--- config.mk ---
export PLATFORM = sky130hd
export DESIGN_NAME = ps2_rx_ctrl_flat
export DESIGN_NICKNAME = d
export VERILOG_FILES = /design/src/rtl/ps2_rx_ctrl_if.sv /design/src/rtl/ps2_rx_ctrl.sv /design/src/flat_wrapper.sv
export SDC_FILE = /design/constraint.sdc
export NUM_CORES = 1
export LEC_CHECK = 0
export CAP_MARGIN = 25
export CORE_ASPECT_RATIO = 0.5
export CORE_UTILIZATION = 34
export DETAILED_ROUTE_END_ITERATION = 7
export GPL_TIMING_DRIVEN = 0
export HOLD_SLACK_MARGIN = 0.08
export MAX_ROUTING_LAYER = met4
export SYNTH_ARGS = -nofsm -noshare
export SYNTH_HDL_FRONTEND = slang
export SYNTH_SLANG_ARGS = --single-unit
--- constraint.sdc ---
create_clock -name CLOCK_50 -period 2.8 [get_ports CLOCK_50]
set_input_delay 0.56 -clock CLOCK_50 [delete_from_list [all_inputs] [get_ports CLOCK_50]]
set_output_delay 0.56 -clock CLOCK_50 [all_outputs]
set_load 0.01 [all_outputs]
--- src/rtl/ps2_rx_ctrl_if.sv ---
// Receive-side bus from the PS/2 controller to the keyboard matrix block.
// The controller drives it through the master modport; the consumer reads it through slave.
interface ps2_rx_ctrl_if;
  logic [7:0] ps2_data;
  logic       ps2_data_clk;
  logic       ps2_ext;
  logic       ps2_err;

  modport master (
    output ps2_data,
    output ps2_data_clk,
    output ps2_ext,
    output ps2_err
  );

  modport slave (
    input ps2_data,
    input ps2_data_clk,
    input ps2_ext,
    input ps2_err
  );
endinterface

--- src/rtl/ps2_rx_ctrl.sv ---
// PS/2 host receiver: synchronise and filter the device clock, deframe 11-bit frames, strobe good bytes.
// Optional macro PS2_E0_FILTER_EN swallows E0 prefixes and tags the following bytes with ps2_ext.
module ps2_rx_ctrl #(
  parameter int FILTER_LEN     = 8,
  parameter int TIMEOUT_CYCLES = 50000
) (
  input  logic          CLOCK_50,
  input  logic          RESET_N,
  input  logic          ps2_clk,
  input  logic          ps2_dat,
  ps2_rx_ctrl_if.master rx
);

  localparam int FCW = (FILTER_LEN > 1) ? $clog2(FILTER_LEN) : 1;
  localparam int TCW = (TIMEOUT_CYCLES > 1) ? $clog2(TIMEOUT_CYCLES) : 1;
  localparam logic [FCW-1:0] FILT_LAST = FCW'(FILTER_LEN - 1);
  localparam logic [TCW-1:0] TO_LAST   = TCW'(TIMEOUT_CYCLES - 1);

  typedef enum logic [1:0] {
    IDLE,
    DATA,
    PARITY,
    STOP
  } state_e;

  logic clkMeta_q, clkSync_q;
  logic datMeta_q, datSync_q;

  logic           filtClk_q, filtClk_d;
  logic [FCW-1:0] filtCnt_q, filtCnt_d;
  logic           fallEvt;

  state_e         state_q;
  logic [2:0]     bitCnt_q;
  logic [7:0]     shift_q;
  logic           parity_q;
  logic [TCW-1:0] timeoutCnt_q;
  logic           timeoutHit;
  logic           parityOk;

  logic [7:0] data_q;
  logic       strobe_q;
  logic       err_q;
`ifdef PS2_E0_FILTER_EN
  logic       extFlag_q;
  logic       ext_q;
`endif

  // Idle level of both lines is high, so the synchronisers reset to 1.
  always_ff @(posedge CLOCK_50) begin
    if (!RESET_N) begin
      clkMeta_q <= 1'b1;
      clkSync_q <= 1'b1;
      datMeta_q <= 1'b1;
      datSync_q <= 1'b1;
    end else begin
      clkMeta_q <= ps2_clk;
      clkSync_q <= clkMeta_q;
      datMeta_q <= ps2_dat;
      datSync_q <= datMeta_q;
    end
  end

  always_comb begin
    filtClk_d = filtClk_q;
    filtCnt_d = '0;
    if (clkSync_q != filtClk_q) begin
      if (filtCnt_q == FILT_LAST) begin
        filtClk_d = clkSync_q;
      end else begin
        filtCnt_d = filtCnt_q + 1'b1;
      end
    end
  end

  always_ff @(posedge CLOCK_50) begin
    if (!RESET_N) begin
      filtClk_q <= 1'b1;
      filtCnt_q <= '0;
    end else begin
      filtClk_q <= filtClk_d;
      filtCnt_q <= filtCnt_d;
    end
  end

  // The fall is seen in the same cycle the filter decides to toggle, so datSync_q is sampled alongside it.
  assign fallEvt    = filtClk_q & ~filtClk_d;
  assign timeoutHit = (state_q != IDLE) && !fallEvt && (timeoutCnt_q == TO_LAST);
  assign parityOk   = ^{shift_q, parity_q};

  always_ff @(posedge CLOCK_50) begin
    if (!RESET_N) begin
      state_q      <= IDLE;
      bitCnt_q     <= '0;
      shift_q      <= '0;
      parity_q     <= 1'b0;
      timeoutCnt_q <= '0;
      data_q       <= '0;
      strobe_q     <= 1'b0;
      err_q        <= 1'b0;
`ifdef PS2_E0_FILTER_EN
      extFlag_q    <= 1'b0;
      ext_q        <= 1'b0;
`endif
    end else begin
      strobe_q <= 1'b0;
      err_q    <= 1'b0;

      if (fallEvt || (state_q == IDLE) || timeoutHit) begin
        timeoutCnt_q <= '0;
      end else begin
        timeoutCnt_q <= timeoutCnt_q + 1'b1;
      end

      if (timeoutHit) begin
        state_q <= IDLE;
        err_q   <= 1'b1;
`ifdef PS2_E0_FILTER_EN
        extFlag_q <= 1'b0;
`endif
      end else if (fallEvt) begin
        unique case (state_q)
          IDLE: begin
            if (!datSync_q) begin
              state_q  <= DATA;
              bitCnt_q <= '0;
            end
          end
          DATA: begin
            shift_q  <= {datSync_q, shift_q[7:1]};
            bitCnt_q <= bitCnt_q + 1'b1;
            if (bitCnt_q == 3'd7) begin
              state_q <= PARITY;
            end
          end
          PARITY: begin
            parity_q <= datSync_q;
            state_q  <= STOP;
          end
          STOP: begin
            state_q <= IDLE;
            if (datSync_q && parityOk) begin
`ifdef PS2_E0_FILTER_EN
              if (shift_q == 8'hE0) begin
                extFlag_q <= 1'b1;
              end else begin
                data_q   <= shift_q;
                strobe_q <= 1'b1;
                ext_q    <= extFlag_q;
                if (shift_q != 8'hF0) begin
                  extFlag_q <= 1'b0;
                end
              end
`else
              data_q   <= shift_q;
              strobe_q <= 1'b1;
`endif
            end else begin
              err_q <= 1'b1;
`ifdef PS2_E0_FILTER_EN
              extFlag_q <= 1'b0;
`endif
            end
          end
          default: state_q <= IDLE;
        endcase
      end
    end
  end

  assign rx.ps2_data     = data_q;
  assign rx.ps2_data_clk = strobe_q;
  assign rx.ps2_err      = err_q;
`ifdef PS2_E0_FILTER_EN
  assign rx.ps2_ext      = ext_q;
`else
  assign rx.ps2_ext      = 1'b0;
`endif

endmodule

--- src/flat_wrapper.sv ---
// flat-port wrapper written by rule: the top's interface ports become plain ports
module ps2_rx_ctrl_flat 
#(
  parameter int FILTER_LEN     = 8,
  parameter int TIMEOUT_CYCLES = 50000
)
  (CLOCK_50, RESET_N, ps2_clk, ps2_dat, rx_ps2_data, rx_ps2_data_clk, rx_ps2_ext, rx_ps2_err);
  ps2_rx_ctrl_if rx_i ();
  input  logic CLOCK_50;
  input  logic RESET_N;
  input  logic ps2_clk;
  input  logic ps2_dat;
  output wire logic [$bits(rx_i.ps2_data)-1:0] rx_ps2_data;
  output wire logic [$bits(rx_i.ps2_data_clk)-1:0] rx_ps2_data_clk;
  output wire logic [$bits(rx_i.ps2_ext)-1:0] rx_ps2_ext;
  output wire logic [$bits(rx_i.ps2_err)-1:0] rx_ps2_err;
  assign rx_ps2_data = rx_i.ps2_data;
  assign rx_ps2_data_clk = rx_i.ps2_data_clk;
  assign rx_ps2_ext = rx_i.ps2_ext;
  assign rx_ps2_err = rx_i.ps2_err;
  ps2_rx_ctrl #(.FILTER_LEN(FILTER_LEN), .TIMEOUT_CYCLES(TIMEOUT_CYCLES)) u_core (.CLOCK_50(CLOCK_50), .RESET_N(RESET_N), .ps2_clk(ps2_clk), .ps2_dat(ps2_dat), .rx(rx_i));
endmodule
After elaboration in Yosys (flattened, before gate mapping)
Index checks and enable logic that the tools add are counted.
- bits in registers: 48
- output and inout bits: 11
- logic and storage cells: 64
- add/sub/neg operators: 3
- eq/ne operators: 9
- mux-type cells: 12
- bitwise operators: 7
- reductions and logical operators: 19
- operators with widths (kind ; count):
    adder 16 x 1 -> 16 bit (second input constant) ; 1
    == test 16 bit (second input constant) ; 1
    AND reduction 3 bit ; 3
    parity 9 bit ; 1
    one-hot mux 2 bit (4 select lines) ; 1
    AND reduction 4 bit ; 2
    2-to-1 mux 1 bit ; 7
    adder 3 x 1 -> 3 bit (second input constant) ; 2
    == test 3 bit (second input constant) ; 2
    inverter 1 bit ; 6
    one-hot mux 3 bit (2 select lines) ; 1
    == test 2 bit (second input constant) ; 2
    2-to-1 mux 2 bit ; 2
    nonzero test 2 bit ; 2
    OR reduction 2 bit ; 2
    OR reduction 4 bit ; 1
    logical AND 1 bit ; 3
    2-to-1 mux 3 bit ; 1
    OR reduction 3 bit ; 1
    == test 2 x 1 -> 1 bit (second input constant) ; 1
    logical NOT 2 bit ; 1
    logical OR 1 bit ; 2
    inequality test 2 x 1 -> 1 bit (second input constant) ; 1
    inequality test 2 bit (second input constant) ; 1
    other kinds (3) ; 3

Longest topological paths before layout
Gate-level depths: netlist of the first run.
- word-level depth: 10
- mapped depth: 8
- gate-level depth less buffers: 6

Worst setup path after synthesis of the first run
OpenSTA, ideal clock, no wires.
- path kind: reg-to-reg
- start point: register u_core.filtCnt_q[0]
- end point: register u_core.data_q[0] (netlist: u_core.rx.ps2_data[0])
- library setup time: 0.072 ns
- data arrival time: 1.778 ns
- path slack: 0.950 ns
- cell stages (with the launch flop): 8
- path buffers: 1
- clock period less this slack: 1.850 ns
- path through: dfxtp_1 ha_1 ha_1 and3b_1 clkbuf_1 nand4_1 mux2i_4 mux2i_1
- word-level cells in the longest chain between the ends: 10
- RTL lines (item ; line ; RTL):
    start, declared ; ps2_rx_ctrl.sv:30 ; logic [FCW-1:0] filtCnt_q, filtCnt_d;
    start signal, assigned ; ps2_rx_ctrl.sv:82 ; filtCnt_q <= filtCnt_d;
    == test 3 bit * ; ps2_rx_ctrl.sv:68 ; if (filtCnt_q == FILT_LAST) begin
    2-to-1 mux 1 bit * ; ps2_rx_ctrl.sv:68 ;
    2-to-1 mux 1 bit * ; ps2_rx_ctrl.sv:67 ; if (clkSync_q != filtClk_q) begin
    inverter 1 bit * ; ps2_rx_ctrl.sv:87 ; assign fallEvt = filtClk_q & ~filtClk_d;
    bitwise AND 1 bit * ; ps2_rx_ctrl.sv:87 ;
    logical NOT 1 bit ; ps2_rx_ctrl.sv:88 ; assign timeoutHit = (state_q != IDLE) && !fallEvt && (timeoutCnt_q == TO_LAST);
    logical AND 1 bit (2 in series) ; ps2_rx_ctrl.sv:88 ;
    inverter 1 bit (no source line) ; n/a ;
    AND reduction 4 bit (no source line) * ; n/a ;
    end signal, assigned ; ps2_rx_ctrl.sv:155 ; data_q <= shift_q;
    end, declared ; ps2_rx_ctrl.sv:41 ; logic [7:0] data_q;
Every way passes the cells marked *; elsewhere a longest branch is shown, timed or not.
A chain may end at the register's enable or synchronous reset.

Final worst setup path of the first run
- start point: register u_core.filtCnt_q[0]
- end point: register u_core.data_q[7] (netlist: u_core.rx.ps2_data[7])
Same word-level chain as after synthesis.

==> results.md, run 1 <==
* Status: finished clean
* Number of global-route vias before repair at 1447
* Final setup viols at 0
* Yosys warns at 0
* Total wire length at 3640 µm
* Die width at 113 µm
* Hold depth at 1
* GPL Wtd Cong at 0.765
* Via count at 1591
* DR WL/cell at 11.2 µm
* HP Class: flop to flop
* F_max at 0.474 GHz
* Crit path capture type: flop
* Routed vias/inst at 4.91
* Sequential share of the synthesized area at 45.7%
* Largest net degree at the start of global routing at 15
* Crit Path Class: flop to flop
* Internal at 1.04 mW
* Layout area overhead at 17.2%
* Synthesized area per cell at 9.09 µm²
* Post-DP Area at 2310 µm²
* Worst setup path start: u_core.filtCnt_q[0]$_SDFF_PP0_
* Reg2reg path depth at 7
* Final Hold Viols at 0
* Cell with the most instances after synthesis: dfxtp_1
* Worst-path clk slew at 0.06 ns
* CTS root buffer: clkbuf_16
* Largest cells by area after synthesis: dfxtp_1 (46%), nand2_1 (7.9%), ha_1 (5.4%), mux2i_1 (4.8%), a21oi_1 (3.8%)
* Drc violations at 0
* Switch share at 19.4%
* Resize count post-CTS at 0
* ANT cells at 0
* Initial Utilization at 36.8%
* WHS at 0.407 ns
* # hold bufs at CTS at 0
* Critical path launch point type: flop
* DP Wirelength at 2680 µm
* Worst Path Arrival at 2.32 ns
* Worst r2r dst: u_core.rx.ps2_data[7]$_SDFFE_PN0P_
* Switch Pwr at 0.251 mW
* Worst Hold Endpoint: u_core.datSync_q$_SDFF_PN1_
* EDFF count, synth at 0
* Gr usage total at 12.9%
* Design Area, Final at 2460 µm²
* Gr ovfl total at 0
* Min-delay src: u_core.datMeta_q$_SDFF_PN1_
* Critical Path RT at 3.01 ns
* Setup total negative slack at 0 ns
* Syn Nets at 244
* Main synth FF type: dfxtp_1
* Die height at 57.6 µm
* Max-slew violations at 0
* Clk pwr share at 45.4%
* Antenna-violating nets left at 0
* Clk_lat worst skew at 0.28 ns
* # port buffers at 12
* Core area at 5710 µm²
* Initial antenna violation count at 0
* Synth top cells by count: dfxtp_1 (48), nand2_1 (44), a21oi_1 (16)
* Cell taking the most area after synthesis: dfxtp_1
* Pwr per Cell Area at 526 nW/µm²
* Synthesized netlist cell count at 231
* Max Cap Viol at 0
* Share of the synthesized area in the top cell type at 45.7%
* Maximum net fanout on the critical path at 9
* R2R Setup Slk at 0.69 ns
* Reg-to-Reg Start: u_core.filtCnt_q[0]$_SDFF_PP0_
* DRT Pass-1 Iters at 4
* Unique cell type count in the Yosys netlist at 36
* Final min period at 2.11 ns
* CTS Buffer Depth at 2
* Worst-case clock skew at 0.00518 ns
* FF/Latch Area at 961 µm²
* Fin nets at 263
* Area of the multi-input gates at 1080 µm²
* Total CTS buffers at 5
* # rows at 19
* First-pass GRT wire length at 6300 µm
* CTS tree: yes
* Final period utilization at 75.3%
* RSZ-0062 raised after global routing: false
* Post-CTS Setup Inserts at 0
* Yosys reg bits at 48
* Ys async rst share at 0%
* H-tree depth at 2
* Fraction of layout cells with a size suffix above 1 at 4.78%
* Die ar. at 6520 µm²
* Leak at 0.862 nW
* Iter 0 DRT Violations at 76
* Combinational share of power at 1.5%
* Sequential power share at 53.1%
* Mapped Area at 2100 µm²
* Tot Pwr at 1.30 mW
* Fill count at 574
* I/O Pins at 15
* CTS sink count at 48
* VDD IR max at 194 µV
-- cell usage in the layout (no fill, tap or decap), drive strengths merged --
master	instances
ha	9
nand2	44
o21ai	7
and2	7
dfxtp	48
xnor2	7
a21oi	16
buf	1
o211a	1
clkinv	2
nand4b	1
nor4	1
nor3	1
nand3b	2
clkdlybuf4s50	12
conb	1
xnor3	2
nor4bb	2
o21bai	1
o211ai	1
xor2	8
clkbuf	14
and3b	1
nand2b	5
nand3	5
nor2	15
inv	6
or3	4
mux2i	11
a32oi	2
and3	1
nand4	10
and4	2
nor4b	1
-- power groups by stage --
stage / combinational (mW) / clock (mW) / sequential, mW
global placement: 0.0194 / 0 / 0.703
global route: 0.0218 / 0.638 / 0.688
finish: 0.0194 / 0.588 / 0.688
detailed placement: 0.0195 / 0 / 0.703
CTS: 0.0199 / 0.604 / 0.688
floorplan: 0.0132 / 0 / 0.703
-- how the worst max path moves through the flow --
| stage | depth (start not counted) | endpoint |
|---|---|---|
| after global routing | 7 | u_core.rx.ps2_data[0]$_SDFFE_PN0P_ |
| final | 7 | u_core.rx.ps2_data[7]$_SDFFE_PN0P_ |
| after floorplan | 7 | u_core.rx.ps2_data[0]$_SDFFE_PN0P_ |
| after global placement | 7 | u_core.rx.ps2_data[7]$_SDFFE_PN0P_ |
| after detailed placement | 7 | u_core.rx.ps2_data[7]$_SDFFE_PN0P_ |
| after CTS | 7 | u_core.rx.ps2_data[3]$_SDFFE_PN0P_ |
-- critical path, cell delays in order, from the launching register on --
cell	delay [ns]
dfxtp_1	0.33
ha_1	0.15
ha_1	0.24
and3b_1	0.18
clkbuf_1	0.27
nand4_1	0.19
mux2i_4	0.42
mux2i_1	0.24
-- cell type report --
class	count	area share [%]
flip-flops and latches	48	39.0
clock buffers	6	5.64
multi-input cells	168	43.9
repair buffers	12	4.88
plain buffers	9	1.53
well taps	73	3.71
clock inverters	2	0.407
inverters	6	0.915
-- through the flow --
step                util (%)  instances  setup slack (ns)
floorplan                  -        231             0.950
detailed placement      40.5        316             0.693
global placement        40.5        316             0.723
CTS                     43.1        324             0.668
finish                  43.1        324             0.692
global route            43.1        324             0.430
-- metal layers --
| metal | global-route usage (%) | vias up | share of wire, % | wire [µm] |
|---|---|---|---|---|
| li1 | - | 827 | - | - |
| met1 | 15.1 | 740 | 50 | 1820 |
| met2 | 21.3 | 19 | 46 | 1670 |
| met3 | 4.14 | 5 | 3.5 | 126 |
| met4 | 3.95 | 0 | 0.74 | 27 |
| met5 | - | - | 0 | 0 |
-- cell families (layout without fill, tap and decap cells) --
group / after synthesis / count (layout) / share of synthesized area, %
and+or+nand+nor: 102 / 102 / 24.1
DFF: 48 / 48 / 45.7
AOI/OAI and AO/OA: 28 / 28 / 7.50
xor gates and xnor gates: 17 / 17 / 8.46
buffers and inverters: 15 / 35 / 2.86
muxes: 11 / 11 / 5.84
adders and majority gates: 9 / 9 / 5.36
other: 1 / 1 / 0.179
-- state kept, by name, indices dropped and copies added (netlist names) --
signal	cells
u_core.bitCnt_q	3
u_core.timeoutCnt_q	16
u_core.shift_q	8
u_core.datMeta_q	1
u_core.rx.ps2_data_clk	1
u_core.filtCnt_q	3
u_core.rx.ps2_data	8
u_core.parity_q	1
u_core.rx.ps2_err	1
u_core.filtClk_q	1
u_core.clkMeta_q	1
u_core.datSync_q	1
u_core.state_q	2
u_core.clkSync_q	1
Note: power is estimated with default switching activity, not from simulation.
==> run 2, diff against run 1 <==
==> constraint.sdc (replaced) <==
create_clock -name CLOCK_50 -period 2.1 [get_ports CLOCK_50]
set_input_delay 0.42 -clock CLOCK_50 [delete_from_list [all_inputs] [get_ports CLOCK_50]]
set_output_delay 0.42 -clock CLOCK_50 [all_outputs]
set_load 0.01 [all_outputs]
==> run 2 against run 1 <==
Against the previous run:
- global-route usage unchanged
- sequential share of layout area is 0.20 points lower
- highest routed layer unchanged
- critical path depth is the same
- worst hold slack about the same
- via count grew 1.6%
- total power increased by 33%
- critical endpoint unchanged
- die area did not move
==> results.md, run 2 (synthesized netlist as in run 1, its figures left out) <==
* Max-slew violations at 0 (unchanged)
* Fin cells at 325 (+0.31%)
* Most frequent CP cell: ha_1
* Switch share at 19.4% (+0.027 points)
* WL met3 at 132 µm (+4.8%)
* Placed Instances at 316 (unchanged)
* Slowest stage delay, CP at 0.35 ns (-0.07 ns)
* Final period utilization at 89.1% (+14 points)
* Clk pwr share at 45.4% (about the same)
* I/O Pins at 15 (unchanged)
* Iter 0 DRT Violations at 81 (+6.6%)
* Critical path's slowest cell: and3b_1
* Status: finished clean
* Critical path launch point type: flop
* Setup total negative slack at 0 ns (unchanged)
* CTS tree: yes
* Fraction of layout cells with a size suffix above 1 at 5.95% (+1.2 points)
* Wire length on met1 at 1810 µm (-0.22%)
* F_max at 0.534 GHz (+13%)
* Total wire length at 3680 µm (+1.2%)
* Worst-case clock skew at 0.00571 ns (+0.000536 ns)
* Final Hold Viols at 0 (unchanged)
* Largest register by flop count: u_core.timeoutCnt_q
* Number of global-route vias before repair at 1451 (+0.28%)
* Total CTS buffers at 5 (unchanged)
* Gr usage total at 12.9% (unchanged)
* GPL Wtd Cong at 0.765 (unchanged)
* RSZ-0062 raised after global routing: false
* Die width at 113 µm (unchanged)
* ANT cells at 0 (unchanged)
* Most common cell after layout, fill and taps aside: dfxtp_1
* Design Area, Final at 2470 µm² (+0.51%)
* Via count at 1617 (+1.6%)
* Initial antenna violation count at 0 (unchanged)
* Initial Utilization at 36.8% (unchanged)
* Tot Pwr at 1.73 mW (+33%)
* CTS root buffer: clkbuf_16
* HP Class: flop to flop
* Crit path capture type: flop
* Critical Path RT at 2.31 ns (-0.70 ns)
* Commonest non-fill, non-tap cells in the layout: dfxtp_1 (48), nand2_1 (44), a21oi_1 (16), nor2_1 (15), clkdlybuf4s50_1 (12)
* Combinational share of power at 1.5% (about the same)
* Die height at 57.6 µm (unchanged)
* Drc violations at 0 (unchanged)
* Pwr per Cell Area at 699 nW/µm² (+33%)
* Met2 Wirelength at 1710 µm (+2.3%)
* Antenna-violating nets left at 0 (unchanged)
* # port buffers at 12 (unchanged)
* Max FFs per register at 16 (unchanged)
* Post-DP Area at 2310 µm² (unchanged)
* Worst-path clk slew at 0.06 ns (about the same)
* Gr ovfl total at 0 (unchanged)
* Routed vias/inst at 4.98 (+1.3%)
* Post-layout util at 43.4% (+0.22 points)
* Core area at 5710 µm² (unchanged)
* # hold bufs at CTS at 0 (unchanged)
* VDD IR max at 260 µV (+34%)
* R2R Setup Slk at 0.23 ns (-0.46 ns)
* CTS sink count at 48 (unchanged)
* H-tree depth at 2 (unchanged)
* Sequential power share at 53.1% (about the same)
* Final min period at 1.87 ns (-0.236 ns)
* Critical path, cell by cell: ha_1, ha_1, and3b_1, nand4b_1, mux2i_4, buf_4, mux2i_1
* Clk_lat worst skew at 0.28 ns (about the same)
* Internal at 1.39 mW (+33%)
* Max Cap Viol at 0 (unchanged)
* Max Used Layer: met4
* Largest net degree at the start of global routing at 15 (unchanged)
* Crit Path Class: flop to flop
* Switch Pwr at 0.335 mW (+34%)
* Leak at 0.874 nW (+1.4%)
* DR WL/cell at 11.3 µm (+0.84%)
* Fin nets at 264 (+0.38%)
* Layout area overhead at 17.7%
* DP Wirelength at 2680 µm (unchanged)
* Final setup viols at 0 (unchanged)
* CTS Buffer Depth at 2 (unchanged)
* Die ar. at 6520 µm² (unchanged)
* DRT Pass-1 Iters at 4 (unchanged)
* Maximum net fanout on the critical path at 9 (unchanged)
* First-pass GRT wire length at 6300 µm (unchanged)
* Worst Path Arrival at 2.08 ns (-0.24 ns)
* # rows at 19 (unchanged)
-- run 2: power groups by stage --
stage               clock, mW  combinational, mW  sequential, mW
floorplan                   0             0.0176           0.937
global placement            0             0.0258           0.938
detailed placement          0             0.0260           0.938
CTS                     0.805             0.0265           0.917
global route            0.851             0.0291           0.917
finish                  0.785             0.0260           0.917
-- run 2: area by class of cell --
class	count	area, µm²
repair buffers	14	135
multi-input cells	168	1080
plain buffers	8	35.0
inverters	6	22.5
well taps	73	91.3
clock inverters	2	10.0
clock buffers	6	139
fillers	575	3230
flip-flops and latches	48	961
-- run 2: final timing paths --
path                             startpoint                                  to  cells after the start
max reg2reg  u_core.filtCnt_q[0]$_SDFF_PP0_  u_core.rx.ps2_data[7]$_SDFFE_PN0P_                      7
max          u_core.filtCnt_q[0]$_SDFF_PP0_  u_core.rx.ps2_data[7]$_SDFFE_PN0P_                      7
min reg2reg     u_core.datMeta_q$_SDFF_PN1_         u_core.datSync_q$_SDFF_PN1_                      1
min             u_core.datMeta_q$_SDFF_PN1_         u_core.datSync_q$_SDFF_PN1_                      1
-- run 2: routing by layer --
layer	vias to the layer above	GRT usage (%)
met5	-	-
li1	829	-
met4	0	3.95
met3	5	4.14
met2	20	21.3
met1	763	15.1
-- run 2: stage by stage --
step,setup WS (ns),hold slack [ns]
final,0.229,0.407
after global routing,0.00371,0.432
after CTS,0.118,0.412
after detailed placement,-0.00740,0.397
after global placement,0.0229,0.398
after floorplan,0.250,0.386
-- run 2: what timing repair did --
action / in CTS / in global routing
gates resized for setup: 0 / 2
setup endpoints to repair: 8 / 27
setup buffers: 2 / 0
pin swaps: 0 / 0
-- run 2: critical path: cells and delay by family, from the launching register on --
family                   cells  cell delay (ns)
adder cells (fa/ha/maj)      2             0.39
buffers and inverters        1             0.18
flip-flops                   1             0.33
multiplexers                 2             0.35
AND/OR/NAND/NOR              2             0.54
